--- src/rtl/gpu_pkg.sv ---
// Shared GPU scene-loader definitions.
// Holds default scene widths, command-byte layout, record addressing, the
// FSM state encoding, and helpers that size and lay out a polygon record.
// Poly record layout (MSB first): enable, color, v0x, v0y, v1x, v1y, v2x, v2y.
package gpu_pkg;

    localparam int N_POLY_DEF = 2;
    localparam int WCOLOR_DEF = 6;
    localparam int WPX_DEF    = 10;
    localparam int WPY_DEF    = 9;

    localparam int CMD_READ = 7;   // command byte bit: 1 = read, 0 = write
    localparam int BG_ADDR  = 0;   // address of the 1-byte background record

    typedef enum logic [2:0] {
        ST_IDLE,
        ST_CMD,
        ST_WDATA,
        ST_RDATA,
        ST_DRAIN
    } state_t;

    // Payload bits of one polygon record.
    function automatic int rec_bits(int wc, int wx, int wy);
        return 1 + wc + 3 * (wx + wy);
    endfunction

    // Record length on the wire, padded up to whole bytes.
    function automatic int poly_bytes(int wc, int wx, int wy);
        return (rec_bits(wc, wx, wy) + 7) / 8;
    endfunction

    function automatic int off_enable(int wc, int wx, int wy);
        return wc + 3 * (wx + wy);
    endfunction

    function automatic int off_color(int wx, int wy);
        return 3 * (wx + wy);
    endfunction

    // Vertex v (0..2): v2 sits at the bottom of the record, v0 at the top.
    function automatic int off_vx(int v, int wx, int wy);
        return (2 - v) * (wx + wy) + wy;
    endfunction

    function automatic int off_vy(int v, int wx, int wy);
        return (2 - v) * (wx + wy);
    endfunction

endpackage

--- src/rtl/spi_scene_loader_if.sv ---
// SPI bus between a host master and the scene loader.
// Signals: cs_in (active low), sck_in (mode 0), mosi_in (MSB first), miso_out.
// master: drives cs/sck/mosi and samples miso; slave: the reverse.
interface spi_scene_loader_if;
    logic cs_in;
    logic sck_in;
    logic mosi_in;
    logic miso_out;

    modport master (output cs_in, output sck_in, output mosi_in, input miso_out);
    modport slave  (input cs_in, input sck_in, input mosi_in, output miso_out);
endinterface

--- src/rtl/spi_sync_edge.sv ---
// Brings the asynchronous SPI pins into the clk domain.
// Ports: clk/rst; cs_in, sck_in, mosi_in raw pins;
//        cs_s synchronised chip select, cs_rise/cs_fall and sck_rise/sck_fall
//        one-clk edge pulses, mosi_s synchronised data aligned with sck edges.
module spi_sync_edge (
    input  logic clk,
    input  logic rst,
    input  logic cs_in,
    input  logic sck_in,
    input  logic mosi_in,
    output logic cs_s,
    output logic cs_rise,
    output logic cs_fall,
    output logic sck_rise,
    output logic sck_fall,
    output logic mosi_s
);
    // [1:0] are the synchroniser stages, [2] remembers the previous value.
    logic [2:0] cs_q;
    logic [2:0] sck_q;
    logic [1:0] mosi_q;

    // cs resets to "selected" so a cs still held low after reset is never
    // mistaken for a fresh frame: the loader sits in DRAIN until a real rise.
    always_ff @(posedge clk or posedge rst) begin
        if (rst) begin
            cs_q   <= '0;
            sck_q  <= '0;
            mosi_q <= '0;
        end else begin
            // NOTE: sequential state uses non-blocking assignments so every
            // stage samples the previous cycle's value of its neighbour.
            cs_q   <= {cs_q[1:0], cs_in};
            sck_q  <= {sck_q[1:0], sck_in};
            mosi_q <= {mosi_q[0], mosi_in};
        end
    end

    assign cs_s     = cs_q[1];
    assign cs_rise  =  cs_q[1] & ~cs_q[2];
    assign cs_fall  = ~cs_q[1] &  cs_q[2];
    assign sck_rise =  sck_q[1] & ~sck_q[2];
    assign sck_fall = ~sck_q[1] &  sck_q[2];
    assign mosi_s   = mosi_q[1];
endmodule

--- src/rtl/spi_scene_loader.sv ---
// SPI-slave scene-register front end with shadow/active double buffering.
// Ports: clk, rst (async, active high); spi (slave modport of the SPI bus);
//        en_load commits shadow -> active; *_out active scene fields, poly i
//        packed at [i*W +: W]; busy_out frame in progress; cmd_err_out
//        one-clk pulse on bad address or burst overrun.
module spi_scene_loader
    import gpu_pkg::*;
#(
    parameter int N_POLY = N_POLY_DEF,
    parameter int WCOLOR = WCOLOR_DEF,
    parameter int WPX    = WPX_DEF,
    parameter int WPY    = WPY_DEF
) (
    input  logic                     clk,
    input  logic                     rst,
    spi_scene_loader_if.slave        spi,
    input  logic                     en_load,
    output logic [WCOLOR-1:0]        bg_color_out,
    output logic [WCOLOR*N_POLY-1:0] poly_color_out,
    output logic [WPX*N_POLY-1:0]    v0_x_out,
    output logic [WPX*N_POLY-1:0]    v1_x_out,
    output logic [WPX*N_POLY-1:0]    v2_x_out,
    output logic [WPY*N_POLY-1:0]    v0_y_out,
    output logic [WPY*N_POLY-1:0]    v1_y_out,
    output logic [WPY*N_POLY-1:0]    v2_y_out,
    output logic [N_POLY-1:0]        poly_enable_out,
    output logic                     busy_out,
    output logic                     cmd_err_out
);
    localparam int RB    = rec_bits(WCOLOR, WPX, WPY);
    localparam int REC_W = 8 * poly_bytes(WCOLOR, WPX, WPY);
    localparam int CW    = $clog2(REC_W);
    localparam int IW    = (N_POLY > 1) ? $clog2(N_POLY) : 1;
    localparam logic [6:0] MAX_ADDR = 7'(N_POLY);

    logic cs_s, cs_rise, cs_fall, sck_rise, sck_fall, mosi;

    spi_sync_edge u_sync (
        .clk      (clk),
        .rst      (rst),
        .cs_in    (spi.cs_in),
        .sck_in   (spi.sck_in),
        .mosi_in  (spi.mosi_in),
        .cs_s     (cs_s),
        .cs_rise  (cs_rise),
        .cs_fall  (cs_fall),
        .sck_rise (sck_rise),
        .sck_fall (sck_fall),
        .mosi_s   (mosi)
    );

    state_t            state, state_nxt;
    logic [6:0]        addr, addr_nxt, rd_addr;
    logic [CW-1:0]     cnt, cnt_nxt, last_cnt;
    logic [REC_W-1:0]  sr, sr_nxt, rd_rec;    // shared in/out shift register
    logic [7:0]        cmd_byte;
    logic              miso_q, miso_nxt, err_nxt;

    logic [WCOLOR-1:0] sh_bg, sh_bg_nxt, act_bg;
    logic [RB-1:0]     sh_poly [N_POLY];
    logic [RB-1:0]     sh_poly_nxt [N_POLY];
    logic [RB-1:0]     act_poly [N_POLY];

    assign cmd_byte = {sr[6:0], mosi};
    assign last_cnt = (addr == 7'(BG_ADDR)) ? CW'(7) : CW'(REC_W - 1);

    // Shadow record presented for readback, left-aligned in the shifter with
    // pad bits zero. In CMD it is the start address, otherwise the next one.
    always_comb begin
        rd_addr = (state == ST_CMD) ? cmd_byte[6:0] : addr + 7'd1;
        rd_rec  = '0;
        if (rd_addr == 7'(BG_ADDR))
            rd_rec[REC_W-1 -: 8] = 8'(sh_bg);
        else if (rd_addr <= MAX_ADDR)
            rd_rec[RB-1:0] = sh_poly[IW'(rd_addr - 7'd1)];
    end

    always_ff @(posedge clk or posedge rst) begin
        if (rst) state <= ST_DRAIN;
        else     state <= state_nxt;
    end

    always_comb begin
        // NOTE: every output of this block gets a default first, so no path
        // leaves a value unassigned and no latch is inferred.
        state_nxt   = state;
        addr_nxt    = addr;
        cnt_nxt     = cnt;
        sr_nxt      = sr;
        miso_nxt    = miso_q;
        err_nxt     = 1'b0;
        sh_bg_nxt   = sh_bg;
        sh_poly_nxt = sh_poly;

        if (cs_rise) begin
            // Frame ends wherever it is; an unfinished record is dropped.
            state_nxt = ST_IDLE;
        end else begin
            unique case (state)
                ST_IDLE: if (cs_fall) begin
                    state_nxt = ST_CMD;
                    cnt_nxt   = '0;
                end
                ST_CMD: if (sck_rise) begin
                    sr_nxt  = {sr[REC_W-2:0], mosi};
                    cnt_nxt = cnt + CW'(1);
                    if (cnt == CW'(7)) begin
                        cnt_nxt  = '0;
                        addr_nxt = cmd_byte[6:0];
                        if (cmd_byte[6:0] > MAX_ADDR) begin
                            err_nxt   = 1'b1;
                            state_nxt = ST_DRAIN;
                        end else if (cmd_byte[CMD_READ]) begin
                            state_nxt = ST_RDATA;
                            sr_nxt    = rd_rec;
                            miso_nxt  = 1'b0;
                        end else begin
                            state_nxt = ST_WDATA;
                        end
                    end
                end
                ST_WDATA: if (sck_rise) begin
                    if (addr > MAX_ADDR) begin
                        err_nxt   = 1'b1;
                        state_nxt = ST_DRAIN;
                    end else begin
                        sr_nxt  = {sr[REC_W-2:0], mosi};
                        cnt_nxt = cnt + CW'(1);
                        if (cnt == last_cnt) begin
                            cnt_nxt  = '0;
                            addr_nxt = addr + 7'd1;
                            if (addr == 7'(BG_ADDR))
                                sh_bg_nxt = {sr[WCOLOR-2:0], mosi};
                            else
                                sh_poly_nxt[IW'(addr - 7'd1)] = {sr[RB-2:0], mosi};
                        end
                    end
                end
                ST_RDATA: begin
                    if (sck_fall) begin
                        miso_nxt = sr[REC_W-1];
                        sr_nxt   = {sr[REC_W-2:0], 1'b0};
                    end else if (sck_rise) begin
                        // Master sampling a bit beyond the last record is the overrun.
                        if (addr > MAX_ADDR) begin
                            err_nxt   = 1'b1;
                            state_nxt = ST_DRAIN;
                        end else begin
                            cnt_nxt = cnt + CW'(1);
                            if (cnt == last_cnt) begin
                                cnt_nxt  = '0;
                                addr_nxt = addr + 7'd1;
                                sr_nxt   = rd_rec;
                            end
                        end
                    end
                end
                ST_DRAIN: if (cs_s) state_nxt = ST_IDLE;
                default:  state_nxt = ST_DRAIN;
            endcase
        end
    end

    always_ff @(posedge clk or posedge rst) begin
        if (rst) begin
            addr        <= '0;
            cnt         <= '0;
            sr          <= '0;
            miso_q      <= 1'b0;
            cmd_err_out <= 1'b0;
            // NOTE: shadow and active banks are plain flops, not RAM, and the
            // rasteriser must see a defined scene after reset, so clear them.
            sh_bg       <= '0;
            act_bg      <= '0;
            sh_poly     <= '{default: '0};
            act_poly    <= '{default: '0};
        end else begin
            addr        <= addr_nxt;
            cnt         <= cnt_nxt;
            sr          <= sr_nxt;
            miso_q      <= miso_nxt;
            cmd_err_out <= err_nxt;
            sh_bg       <= sh_bg_nxt;
            sh_poly     <= sh_poly_nxt;
            // Commit takes the post-write shadow so a same-cycle write lands.
            if (en_load) begin
                act_bg   <= sh_bg_nxt;
                act_poly <= sh_poly_nxt;
            end
        end
    end

    assign spi.miso_out = (state == ST_RDATA) & miso_q;
    assign busy_out     = (state == ST_CMD) || (state == ST_WDATA) || (state == ST_RDATA);
    assign bg_color_out = act_bg;

    for (genvar i = 0; i < N_POLY; i++) begin : g_out
        assign poly_enable_out[i]               = act_poly[i][off_enable(WCOLOR, WPX, WPY)];
        assign poly_color_out[i*WCOLOR +: WCOLOR] = act_poly[i][off_color(WPX, WPY) +: WCOLOR];
        assign v0_x_out[i*WPX +: WPX] = act_poly[i][off_vx(0, WPX, WPY) +: WPX];
        assign v1_x_out[i*WPX +: WPX] = act_poly[i][off_vx(1, WPX, WPY) +: WPX];
        assign v2_x_out[i*WPX +: WPX] = act_poly[i][off_vx(2, WPX, WPY) +: WPX];
        assign v0_y_out[i*WPY +: WPY] = act_poly[i][off_vy(0, WPX, WPY) +: WPY];
        assign v1_y_out[i*WPY +: WPY] = act_poly[i][off_vy(1, WPX, WPY) +: WPY];
        assign v2_y_out[i*WPY +: WPY] = act_poly[i][off_vy(2, WPX, WPY) +: WPY];
    end
endmodule

--- src/flat_wrapper.sv ---
// flat-port wrapper written by rule: the top's interface ports become plain ports
module spi_scene_loader_flat import gpu_pkg::*;
#(
    parameter int N_POLY = N_POLY_DEF,
    parameter int WCOLOR = WCOLOR_DEF,
    parameter int WPX    = WPX_DEF,
    parameter int WPY    = WPY_DEF
)
  (clk, rst, en_load, bg_color_out, poly_color_out, v0_x_out, v1_x_out, v2_x_out, v0_y_out, v1_y_out, v2_y_out, poly_enable_out, busy_out, cmd_err_out, spi_cs_in, spi_sck_in, spi_mosi_in, spi_miso_out);
  spi_scene_loader_if spi_i ();
  input  logic clk;
  input  logic rst;
  input  logic en_load;
  output logic [WCOLOR-1:0] bg_color_out;
  output logic [WCOLOR*N_POLY-1:0] poly_color_out;
  output logic [WPX*N_POLY-1:0] v0_x_out;
  output logic [WPX*N_POLY-1:0] v1_x_out;
  output logic [WPX*N_POLY-1:0] v2_x_out;
  output logic [WPY*N_POLY-1:0] v0_y_out;
  output logic [WPY*N_POLY-1:0] v1_y_out;
  output logic [WPY*N_POLY-1:0] v2_y_out;
  output logic [N_POLY-1:0] poly_enable_out;
  output logic busy_out;
  output logic cmd_err_out;
  input wire logic [$bits(spi_i.cs_in)-1:0] spi_cs_in;
  input wire logic [$bits(spi_i.sck_in)-1:0] spi_sck_in;
  input wire logic [$bits(spi_i.mosi_in)-1:0] spi_mosi_in;
  output wire logic [$bits(spi_i.miso_out)-1:0] spi_miso_out;
  assign spi_i.cs_in = spi_cs_in;
  assign spi_i.sck_in = spi_sck_in;
  assign spi_i.mosi_in = spi_mosi_in;
  assign spi_miso_out = spi_i.miso_out;
  spi_scene_loader #(.N_POLY(N_POLY), .WCOLOR(WCOLOR), .WPX(WPX), .WPY(WPY)) u_core (.clk(clk), .rst(rst), .spi(spi_i), .en_load(en_load), .bg_color_out(bg_color_out), .poly_color_out(poly_color_out), .v0_x_out(v0_x_out), .v1_x_out(v1_x_out), .v2_x_out(v2_x_out), .v0_y_out(v0_y_out), .v1_y_out(v1_y_out), .v2_y_out(v2_y_out), .poly_enable_out(poly_enable_out), .busy_out(busy_out), .cmd_err_out(cmd_err_out));
endmodule
--- config.mk ---
export PLATFORM = sky130hd
export DESIGN_NAME = spi_scene_loader_flat
export DESIGN_NICKNAME = d
export VERILOG_FILES = /design/src/rtl/gpu_pkg.sv /design/src/rtl/spi_scene_loader_if.sv /design/src/rtl/spi_sync_edge.sv /design/src/rtl/spi_scene_loader.sv /design/src/flat_wrapper.sv
export SDC_FILE = /design/constraint.sdc
export NUM_CORES = 1
export LEC_CHECK = 0
export CAP_MARGIN = 5
export CORE_AREA = 5 5 174 176
export DETAILED_ROUTE_END_ITERATION = 6
export DIE_AREA = 0 0 179 181
export GPL_ROUTABILITY_DRIVEN = 0
export HOLD_SLACK_MARGIN = 0.02
export PLACE_DENSITY_LB_ADDON = 0.2
export SLEW_MARGIN = 10
export SYNTH_ARGS = -nofsm -noshare
export SYNTH_HDL_FRONTEND = slang
export SYNTH_SLANG_ARGS = --single-unit
--- constraint.sdc ---
create_clock -name clk -period 29.1 [get_ports clk]
set_input_delay 8.73 -clock clk [delete_from_list [all_inputs] [get_ports clk]]
set_output_delay 8.73 -clock clk [all_outputs]
set_load 0.005 [all_outputs]
Word level (Yosys, flattened, before mapping)
Cells that the tools add are included.
Cells by class
  reductions and logical operators: 14
  muxes and demuxes: 74
  $lt $le $gt $ge: 6
  $add $sub $neg: 4
  eq/ne operators: 23
  bitwise logic cells: 12
Operators by type and width (number)
  64-bit two-way mux: 15
  128-bit two-way mux: 6
  64-bit one-hot mux with 3 select lines: 1
  128-bit bitwise mux: 1
  6-bit two-way mux: 14
  64-bit demux with 1-bit select: 1
  56-bit two-way mux: 1
  7-bit two-way mux: 7
  3-bit two-way mux: 9
  6-bit one-hot mux with 4 select lines: 1
  7-bit one-hot mux with 3 select lines: 1
  3-bit by 1-bit inequality test with 1-bit output, second input constant: 5
  3-bit one-hot mux with 5 select lines: 1
  5-bit AND reduction: 3
  7-bit by 2-bit greater-than comparator with 1-bit output, second input constant: 2
  7-bit zero test: 2
  1-bit two-way mux: 13
  2-bit by 1-bit inequality test with 1-bit output, second input constant: 6
  3-bit by 2-bit inequality test with 1-bit output, second input constant: 3
  8-bit two-way mux: 1
  8-bit AND reduction: 1
  7-bit by 1-bit adder with 7-bit output, second input constant: 1
  7-bit by 2-bit less-or-equal comparator with 1-bit output, second input constant: 1
  7-bit AND reduction: 1
  other kinds (21): 36
Storage, ports and cells
  bits in registers: 358
  word-level logic and storage cells: 148
  bits of input ports: 6
  output and inout bits: 137

Depth between registers and ports, before layout
  depth in word-level cells: 14
  mapped depth: 11
  depth with buffers taken out: 8

Hierarchy
A second synthesis with hierarchy kept.
Unflattened totals
  cell total of the unflattened synthesis: 1391
  area, all modules: 15411.0 um2
Modules (own cells, without submodules)
  spi_scene_loader: cells each 1378, instances 1, sequential area each 8759.7 um2, area each 15172.1 um2
  spi_sync_edge: cells each 13, instances 1, sequential area each 200.2 um2, area each 239.0 um2

Least setup slack after synthesis
OpenSTA, ideal clock, no wires.
  kind: register to output
  from: reg u_core.state[1]
  to: out spi_miso_out
  path slack: 18959 ps
  cell stages (with the launch flop): 5
  path buffers: 2
  data required time: 20370 ps
  arrival: 1411 ps
  cell sequence: dfrtp_1 > buf_1 > nor2b_1 > clkbuf_1 > and3_1
Between the ends
  word-level cells in the longest chain between the ends: 2
Ends and longest elaborated chain
  start: declaration: line spi_scene_loader.sv:52  | state_t state, state_nxt;
  start signal: assignment: line spi_scene_loader.sv:80  | else state <= state_nxt;
  3-bit by 2-bit equality test with 1-bit output: line spi_scene_loader.sv:193  | assign spi.miso_out = (state == ST_RDATA) & miso_q;
  1-bit AND: line spi_scene_loader.sv:193
  end: declaration: line flat_wrapper.sv:28  | output wire logic [$bits(spi_i.miso_out)-1:0] spi_miso_out;
No other way between the ends.

Worst setup path in the final report
Same ends and word-level chain as after synthesis.

==> impl_summary.md <==
Drt
The routed via count is 9,850. The detailed router finished its first iteration with 599 violations. The number of remaining DRC errors is 0. The detail route stage leaves a number of antenna-violating nets equal to 0. The via density per instance is 5.73. The first TritonRoute pass finished after 5 iterations.

The average detailed-routed wire length per instance is 19.2 um. Summed over all layers, the routed wires come to 32,900 um.

Global route
The initial antenna violation count is 0. The total overflow left after global routing is 0. The first global-routing pass estimated 55,000 um of wire.

The pin count of the biggest net entering global routing is 190. The total global routing track utilization is 0.208. The number of global-route vias before repair is 10.3k.

Yosys
The fraction of synthesis flops using an asynchronous set or reset pin is 1.00. The synthesized-area fraction occupied by ao, oa, aoi and oai cells came to 0.0529. By area the synthesized netlist is led by sky130_fd_sc_hd__dfrtp_1, sky130_fd_sc_hd__mux2_2, sky130_fd_sc_hd__a31oi_1.

The xor/xnor share of the synthesized area is 0.00171. The main combinational cell family by area after synthesis is multiplexers. The fraction of synthesized area in multiplexers is 0.249. In this run, synthesis produced a sequential element count of 358. The dominant cell type by area after synthesis is sky130_fd_sc_hd__dfrtp_1. Yosys mapped the design onto 62 distinct sky130hd cell types. The most frequently used cell type in the post-synthesis netlist is sky130_fd_sc_hd__dfrtp_1.

The share of synthesized area in the top cell type comes to 0.582. The post-synthesis instance area is 0.0153 mm2. Of the total synthesized cell area, the portion taken by full adders, half adders and majority gates is 0.00326. Synthesis produced 1,192 cells.

The sequential fraction of the synthesis area is 0.584. The main flop type after synthesis is sky130_fd_sc_hd__dfrtp_1. Of the total synthesized cell area, the portion taken by AND, OR, NAND and NOR gates is 0.0858. The number of enable flip-flop cells after synthesis is 0. Counting every net in the synthesized netlist gives 1,202. By count the netlist is led by sky130_fd_sc_hd__dfrtp_1, sky130_fd_sc_hd__mux2_2, sky130_fd_sc_hd__nand2_1. After synthesis, the mean cell area works out to 12.9 um2. During synthesis, Yosys emitted a total of 0 warnings.

Worst setup path
The highest-delay cell along the critical path is sky130_fd_sc_hd__nor2b_1. The signal on the critical path passes through nor2b_1 > and3_1 > clkdlybuf4s50_1. The longest individual stage delay on the worst path is 800 ps. The instance count on the critical path is 3. The maximum net fanout on the critical path is 14. The worst setup path is launched from a register. The startpoint identified for the worst register-to-register timing path is u_core.addr[0]. The critical path required time is 20,370 ps. The critical path's top delay family is simple AND/OR/NAND/NOR gates. The kind of capture point of the worst setup path is an output port. The end of the worst register-to-register path is u_core.sr[59]. The endpoint arrival time on the critical path is 2630 ps. Together, buffers and inverters on the worst path number 1. The critical path in this run is classified as reg -> out. The critical path startpoint is u_core.state[1]. Following the worst setup path forward leads to its endpoint at spi_miso_out. In this run the register-to-register setup slack is 25,140 ps. Counting cells, the worst reg-to-reg path comes to 10.

Layout
The repair_antennas step left the layout with diodes totalling 0. The ratio of cells with drive above 1 in the final layout is 0.288. The cell area after layout is 0.0184 mm2. Compared with the post-synthesis result, the final layout area differs by 19.6%.

The final net count is 1,319. Leaving out filler cells and counting taps, the final layout contains 1,719.

Clock network
In this run, post-CTS repair resized a total of 0 instances. The longest clock path from root to sink contains 3 buffers. The number of buffers created by CTS is 37. The post-CTS setup repair buffer count is 0.

The clock insertion delay at the later pin of the skew report is 520 ps. The buffer cell driving the clock tree root is sky130_fd_sc_hd__clkbuf_16. The number of buffers inserted for hold repair after clock tree synthesis is 0. In this run the number of H-tree levels came out at 2. After clock tree synthesis, the clock-pin slew on the worst setup and hold paths is 60 ps. The CTS tree is yes.

For this design, the sink count on the clock tree is 358.

Die
The die height is 181 um. The initial core utilization is 0.539. The area of the core is 0.0285 mm2. The total I/O pin count is 143. The floorplan step defined a die boundary enclosing 0.0324 mm2. The floorplan has 62 rows. The horizontal extent of the die is 179 um.

Power
The leakage power figure is 0.00879 uW. In this run the power density over the cells is 72.5 mW/mm2. Across the VDD grid, the largest voltage drop is 0.0678 mV.

STA
The clock skew after layout is 20.3 ps. Setup repair after global routing left no endpoint under its margin. The worst path setup slack after routing is 17,740 ps. The final critical path time including I/O delays and setup is 11,360 ps. Of the available clock period, the critical path in the final layout requires 0.390.

The number of hold violations in the final report is 0. Static timing analysis puts the maximum clock frequency at 88.1 MHz. The slew at the pin closest to its max-slew limit is 1080 ps. Setup violations remaining at the end of the flow were counted as 0.

Summed over all failing endpoints, the final setup total negative slack is 0 ps. The count of pins over their slew limit is 0. Measured against its own limit, the worst slew margin works out to 0.282.

Placed design
Once placement completed, the tool counted placed cells totaling 1,654. The count of buffers inserted at the top-level ports is 142. Detailed placement finished with a half-perimeter wire length of 19,900 um. Once placement finished, the instance area stood at 0.0171 mm2. Before CTS, the worst setup slack after placement is 18,220 ps.

Hold path
The type of the tightest min-delay check is reg -> reg.

Run
The reported max-cap violation count is 0.

Status
The flow ran to the end, and the final reports show no timing, DRC or antenna violations.
[how the worst min path moves through the flow]
stage	start	slack (ps)	end	cells after the start
2_1_floorplan	u_core.u_sync.cs_q[0]	330	u_core.u_sync.cs_q[1]	0
3_3_place_gp	u_core.u_sync.cs_q[0]	330	u_core.u_sync.cs_q[1]	0
3_5_place_dp	u_core.u_sync.sck_q[0]	330	u_core.u_sync.sck_q[1]	0
4_1_cts	u_core.u_sync.sck_q[0]	350	u_core.u_sync.sck_q[1]	0
5_1_grt	u_core.u_sync.sck_q[0]	370	u_core.u_sync.sck_q[1]	0
6_report	u_core.u_sync.sck_q[0]	350	u_core.u_sync.sck_q[1]	0
[registers in the layout, summed over array words and instances, names as in the netlist, 3 cells and up]
name / count
u_core.v0_y_out: 18
u_core.bg_color_out: 6
u_core.state: 3
u_core.poly_color_out: 12
u_core.u_sync.cs_q: 3
u_core.sh_poly: 128
u_core.v2_y_out: 18
u_core.v0_x_out: 20
u_core.v1_y_out: 18
u_core.u_sync.sck_q: 3
u_core.v1_x_out: 20
u_core.sh_bg: 6
u_core.cnt: 6
u_core.addr: 7
u_core.sr: 64
u_core.v2_x_out: 20
[kinds of logic (layout without fill, tap and decap cells)]
logic type | Yosys count | in the layout
AND/OR/NAND/NOR | 279 | 279
XOR/XNOR | 3 | 3
buffers and inverters | 83 | 226
adder cells (fa/ha/maj) | 4 | 4
AO/OA/AOI/OAI | 124 | 124
multiplexers | 341 | 341
flip-flops | 358 | 358
[power breakdown]
group	internal [uW]	switching [uW]	total (uW)
clock network	297	190	488
logic	88.9	139	227
registers	549	67.3	617
[cells in the final DEF, fill, tap and decap left out, drive strengths merged, types with 6 or more instances in the layout]
master,count
a21oi,14
a31oi,62
and2,10
buf,15
clkbuf,48
clkdlybuf4s50,141
clkinv,11
dfrtp,357
inv,6
mux2,326
mux2i,15
nand2,79
nand2b,6
nand3,63
nor2,79
nor3,8
o21ai,20
[cell type report]
cell class | instances | area (um2)
clock buffers | 48 | 1040
clock inverters | 17 | 231
repair buffers | 156 | 1540
fillers | 2182 | 10100
multi-input cells | 751 | 6080
flip-flops and latches | 358 | 8960
inverters | 5 | 26.3
well taps | 384 | 480
[per-layer routing]
| layer | wire length [um] | GRT usage |
|---|---|---|
| met4 | 722 | 0.0568 |
| met2 | 15800 | 0.332 |
| met1 | 14800 | 0.293 |
| met3 | 1600 | 0.0397 |
| met5 | 0 | 0 |
[through the flow]
stage	total power (uW)	hold slack, ps	utilization
after floorplan	784	331	-
after global placement	843	334	0.600
after detailed placement	853	335	0.600
after CTS	1340	348	0.645
after global routing	1400	369	0.645
final	1330	346	0.645
Note: power is estimated with default switching activity, not from simulation.
